### config.mk
export PLATFORM = sky130hd
export DESIGN_NAME = key_scan
export DESIGN_NICKNAME = d
export VERILOG_FILES = /design/src/rtl/calc_pkg.sv /design/src/rtl/col_sync.sv /design/src/rtl/key_scan.sv
export SDC_FILE = /design/constraint.sdc
export NUM_CORES = 1
export LEC_CHECK = 0
export ABC_CLOCK_PERIOD_IN_PS = 3600
export CAP_MARGIN = 20
export CORE_MARGIN = 2
export CORE_UTILIZATION = 55
export CTS_CLUSTER_DIAMETER = 30
export CTS_CLUSTER_SIZE = 14
export DETAILED_ROUTE_END_ITERATION = 12
export GPL_ROUTABILITY_DRIVEN = 1
export GPL_TIMING_DRIVEN = 0
export PLACE_DENSITY = 0.8
export SLEW_MARGIN = 30
export SYNTH_ARGS = -nofsm -noshare
export SYNTH_HDL_FRONTEND = slang
export SYNTH_SLANG_ARGS = --single-unit
### constraint.sdc
create_clock -name CLK_1K -period 3.6 [get_ports CLK_1K]
set_input_delay 0.72 -clock CLK_1K [delete_from_list [all_inputs] [get_ports CLK_1K]]
set_output_delay 0.72 -clock CLK_1K [all_outputs]
set_load 0.05 [all_outputs]
### src/rtl/calc_pkg.sv
// Shared definitions for the calculator input path.
// Holds the key codes of the operator/control keys (also used by the input
// controller), the keypad scanner state type, and a small column helper.
// No ports: package only.
package calc_pkg;

  localparam logic [3:0] KEY_ADD = 4'ha;
  localparam logic [3:0] KEY_SUB = 4'hb;
  localparam logic [3:0] KEY_MUL = 4'hc;
  localparam logic [3:0] KEY_DIV = 4'hd;
  localparam logic [3:0] KEY_EQ  = 4'he;
  localparam logic [3:0] KEY_CLR = 4'hf;

  typedef enum logic [1:0] {
    SCAN,
    DEBOUNCE,
    HELD,
    RELEASE
  } scan_state_e;

  // True when exactly one active-low column is asserted.
  function automatic logic one_low(input logic [3:0] cols);
    return (cols == 4'b1110) || (cols == 4'b1101) ||
           (cols == 4'b1011) || (cols == 4'b0111);
  endfunction

endpackage

### src/rtl/col_sync.sv
// Two-flop synchronizer for the asynchronous, active-low keypad columns.
// Ports:
//   clk    - sampling clock
//   rst    - synchronous active-high reset, flops go to all-high (no key)
//   col_in - raw column inputs
//   col_s  - synchronized columns
module col_sync (
  input  logic       clk,
  input  logic       rst,
  input  logic [3:0] col_in,
  output logic [3:0] col_s
);

  logic [3:0] meta_q;

  always_ff @(posedge clk) begin
    if (rst) begin
      meta_q <= 4'b1111;
      col_s  <= 4'b1111;
    end else begin
      meta_q <= col_in;
      col_s  <= meta_q;
    end
  end

endmodule

### src/rtl/key_scan.sv
// 4x4 matrix keypad scanner with debounce and key-code mapping.
// Rows are driven low one at a time; a single low column seen on the last
// dwell cycle of a row becomes a candidate, which must stay stable for
// DEBOUNCE_CYC cycles before it is accepted. Release is debounced the same way.
// Ports:
//   CLK_1K    - 1 kHz system clock
//   RST       - synchronous active-high reset
//   col_in    - keypad columns, active-low, asynchronous
//   row_out   - keypad rows, active-low, one row driven at a time
//   key_value - code of the last accepted key
//   flag      - one-cycle pulse when key_value is updated
//   key_down  - high from accepted press until accepted release
module key_scan
  import calc_pkg::*;
#(
  parameter int unsigned ROW_DWELL    = 3,
  parameter int unsigned DEBOUNCE_CYC = 20
) (
  input  logic       CLK_1K,
  input  logic       RST,
  input  logic [3:0] col_in,
  output logic [3:0] row_out,
  output logic [3:0] key_value,
  output logic       flag,
  output logic       key_down
);

  localparam int unsigned DwW = (ROW_DWELL > 1) ? $clog2(ROW_DWELL) : 1;
  localparam int unsigned DbW = (DEBOUNCE_CYC > 1) ? $clog2(DEBOUNCE_CYC) : 1;
  localparam logic [DwW-1:0] DwellLast = DwW'(ROW_DWELL - 1);
  localparam logic [DbW-1:0] DbLast    = DbW'(DEBOUNCE_CYC - 1);

  logic [3:0] col_s;

  col_sync u_col_sync (
    .clk    (CLK_1K),
    .rst    (RST),
    .col_in (col_in),
    .col_s  (col_s)
  );

  scan_state_e    state_q, state_d;
  logic [1:0]     row_q, row_d;
  logic [DwW-1:0] dwell_q, dwell_d;
  logic [DbW-1:0] cnt_q, cnt_d;
  logic [3:0]     cand_q, cand_d;
  logic [3:0]     key_value_q, key_value_d;
  logic           flag_q, flag_d;
  logic           key_down_q, key_down_d;

  function automatic logic [3:0] key_map(input logic [1:0] row, input logic [3:0] cols);
    logic [1:0] col;
    logic [3:0] code;
    col = 2'd0;
    for (int i = 0; i < 4; i++) begin
      if (!cols[i]) col = 2'(i);
    end
    unique case ({row, col})
      4'd0:    code = 4'h1;
      4'd1:    code = 4'h2;
      4'd2:    code = 4'h3;
      4'd3:    code = KEY_ADD;
      4'd4:    code = 4'h4;
      4'd5:    code = 4'h5;
      4'd6:    code = 4'h6;
      4'd7:    code = KEY_SUB;
      4'd8:    code = 4'h7;
      4'd9:    code = 4'h8;
      4'd10:   code = 4'h9;
      4'd11:   code = KEY_MUL;
      4'd12:   code = KEY_CLR;
      4'd13:   code = 4'h0;
      4'd14:   code = KEY_EQ;
      default: code = KEY_DIV;
    endcase
    return code;
  endfunction

  always_comb begin
    state_d     = state_q;
    row_d       = row_q;
    dwell_d     = dwell_q;
    cnt_d       = cnt_q;
    cand_d      = cand_q;
    key_value_d = key_value_q;
    flag_d      = 1'b0;
    key_down_d  = key_down_q;

    unique case (state_q)
      SCAN: begin
        if (dwell_q == DwellLast) begin
          dwell_d = '0;
          if (one_low(col_s)) begin
            // Keep the row driven so the candidate stays visible.
            cand_d  = col_s;
            cnt_d   = '0;
            state_d = DEBOUNCE;
          end else begin
            row_d = row_q + 2'd1;
          end
        end else begin
          dwell_d = dwell_q + 1'b1;
        end
      end
      DEBOUNCE: begin
        if (col_s == cand_q) begin
          if (cnt_q == DbLast) begin
            key_value_d = key_map(row_q, cand_q);
            flag_d      = 1'b1;
            key_down_d  = 1'b1;
            cnt_d       = '0;
            state_d     = HELD;
          end else begin
            cnt_d = cnt_q + 1'b1;
          end
        end else begin
          cnt_d   = '0;
          dwell_d = '0;
          state_d = SCAN;
        end
      end
      HELD: begin
        if (col_s == 4'b1111) begin
          cnt_d   = '0;
          state_d = RELEASE;
        end
      end
      RELEASE: begin
        if (col_s != 4'b1111) begin
          // Release bounce: fall back and wait for a quiet line again.
          cnt_d   = '0;
          state_d = HELD;
        end else if (cnt_q == DbLast) begin
          key_down_d = 1'b0;
          cnt_d      = '0;
          dwell_d    = '0;
          row_d      = 2'd0;
          state_d    = SCAN;
        end else begin
          cnt_d = cnt_q + 1'b1;
        end
      end
      default: begin
        cnt_d   = '0;
        dwell_d = '0;
        row_d   = 2'd0;
        state_d = SCAN;
      end
    endcase
  end

  always_ff @(posedge CLK_1K) begin
    if (RST) begin
      state_q     <= SCAN;
      row_q       <= 2'd0;
      dwell_q     <= '0;
      cnt_q       <= '0;
      cand_q      <= 4'b1111;
      key_value_q <= 4'h0;
      flag_q      <= 1'b0;
      key_down_q  <= 1'b0;
    end else begin
      state_q     <= state_d;
      row_q       <= row_d;
      dwell_q     <= dwell_d;
      cnt_q       <= cnt_d;
      cand_q      <= cand_d;
      key_value_q <= key_value_d;
      flag_q      <= flag_d;
      key_down_q  <= key_down_d;
    end
  end

  assign row_out   = ~(4'b0001 << row_q);
  assign key_value = key_value_q;
  assign flag      = flag_q;
  assign key_down  = key_down_q;

endmodule

==> run metrics <==
critical path endpoint category output port; Post-Layout Cell Count 246; CP Max Fanout 7; fraction of layout cells with a size suffix above 1 11.7%; Post-CTS Setup Inserts 0; Nets between 200 and 250; WS Path Type flop to output port; Hold Crit Depth 1; worst hold path type flop to flop; worst hold endpoint u_col_sync.col_s[2]; Worst-Margin Slew approximately 0.5 ns; Die ar. 0.00356 mm^2; met2 GRT Util 38.4%; Cells after DPL between 200 and 250; required time worst endpoint roughly 2.9 ns; GRT overflow 0; worst setup margin between 0.6 and 0.7 ns; max cap viols 0; Global Route Usage Sum approximately a fifth; Final Core Density approximately two thirds; TNS Setup 0 ns; Routability Congestion approximately 0.85; Final min period 2.94 ns; number of global-route vias before repair between 1k and 1.5k; insertion delay to the later sink of the worst-skew pair 0.33 ns; sequential share of the synthesized area around 34%; Max clock buf depth 2; Primary FF master, synth dfxtp_1; worst clock skew approximately 0.012 ns; Cell Area, Synth ~0.0017 mm^2; CP startpoint row_q[0]; pwr dens about 350 mW/mm^2; final worst-path cycle share approximately four fifths; top cells by count, synth 29 x dfxtp_1, 18 x inv_1, 15 x ha_1; worst vdd ir ~260 uV; initial drt markers 50; Synthesized Nets ~210; Detail Placement HPWL approximately 2600 um; Die X-Extent between 50 and 60 um; most common cell in the netlist dfxtp_1; antenna violations before repair 0; leading area contributor after synthesis dfxtp_1; Num CTS Buffers 5; vias per cell roughly 5.7; RSZ-0062 raised after global routing false; drt wl/cell approximately 13 um; dpl ws about 1.0 ns; # DRC 0; diode count 0; R2R depth 6; io pins 16; TritonCTS clock tree built; Final ANT Viol Nets 0; Fin. Hold Viols 0; Root Driver clkbuf_4; row cnt 20; static leakage about 0.86 nW; grt met3 use ~5.5%; Slew Viols, Final 0; # hold bufs at CTS 0; launch point of the worst hold path u_col_sync.meta_q[2]; outcome finished, final reports clean; Syn-to-layout area delta 14.3%; die height approximately 60 um; GRT met1 Usage between 20% and 30%; r2r setup slk 1.44 ns; Slew HR ~67%; Top Usage Layer GRT met2; Final setup viols 0; Syn Inst Count 190; asr flop ratio synth 0%; CTS resizes 0; clk slew on worst S/H paths approximately 0.09 ns; clock sink count 29; # H-tree levels 2; largest net degree at the start of global routing 11; DR vias ~1.4k; synth warn 0; final WL ~3300 um; post-synth cell types 47; core region area 0.00300 mm^2; Reg2Reg Capture Point state_q[0]; share of the synthesized area in the top cell type ~34%; top post-synthesis cells by area dfxtp_1 34%, ha_1 11%, mux2i_1 5.9%; Starting Density a little under three fifths; timing-limited maximum frequency 340 MHz; FF-to-FF Start cnt_q[0]; drt pass-1 iters 4; port bufs 15; Setup crit start kind flop; FF+latch count, synth 29; EDFF count, synth 0; Worst EP arrival 2.22 ns; first-pass GRT wire length about 5500 um; Synth Area per Inst around 9.0 um^2
stage by stage:
step	hold slack [ns]	total power [mW]	instance area, um^2
4_1_cts	0.411	0.683	1950
6_report	0.408	0.675	1950
5_1_grt	0.430	0.712	1950
2_1_floorplan	0.389	0.459	1700
3_5_place_dp	0.393	0.498	1890
3_3_place_gp	0.391	0.488	1890
routing by layer:
metal | vias to the layer above | wire [um]
li1 | 704 | -
met1 | 656 | 1330
met2 | 42 | 1740
met3 | 9 | 138
met4 | 0 | 84
met5 | - | 0
registers in the layout, indices dropped and copies added (netlist names):
signal	count
cnt_q	5
cand_q	4
key_value	4
u_col_sync.col_s	4
u_col_sync.meta_q	4
dwell_q	2
row_q	2
state_q	2
flag	1
key_down	1
critical path, cell delays in order, from the launching register on:
cell and delay [ns]:
dfxtp_1 0.38, clkbuf_1 0.30, inv_1 0.15, ha_1 0.23, inv_1 0.06, clkdlybuf4s50_1 0.79
cell families after synthesis:
kind of cell,count (synthesis),share of synthesized area (%)
fa+ha+maj,15,11.0
buf+inv,28,7.20
compound gates,30,13.2
flops,29,34.1
mux,12,7.86
xor+xnor,5,3.67
simple gates,71,23.0
where the power goes:
part           internal, mW  switching (mW)  total (mW)
clock                0.0742           0.111       0.185
sequential            0.335          0.0113       0.346
combinational        0.0622          0.0821       0.144
total                 0.471           0.204       0.675
worst max path at each step:
stage                 endpoint  depth (start not counted)  slack, ns
floorplan           row_out[0]                          4       1.71
global placement    row_out[0]                          5       1.11
detailed placement  row_out[0]                          5       1.02
CTS                 row_out[0]                          5       0.64
global route        row_out[0]                          5       0.53
finish              row_out[0]                          5       0.66
placed cells by master (no fill, tap or decap), types with 8 or more instances in the layout:
| master | count |
|---|---|
| inv_1 | 18 |
| ha_1 | 15 |
| clkdlybuf4s50_1 | 15 |
| or2_2 | 8 |
| nand3_1 | 9 |
| dfxtp_1 | 29 |
| mux2i_1 | 10 |
| nor2_1 | 10 |
| nand2_1 | 13 |
layout make-up:
class,count,area [um^2]
flip-flops and latches,29,581
clock inverters,2,10.0
multi-input cells,133,1000
clock buffers,6,41.3
inverters,18,67.6
repair buffers,15,150
well taps,33,41.3
fillers,264,1060
plain buffers,10,55.1
Note: power is estimated with default switching activity, not from simulation.
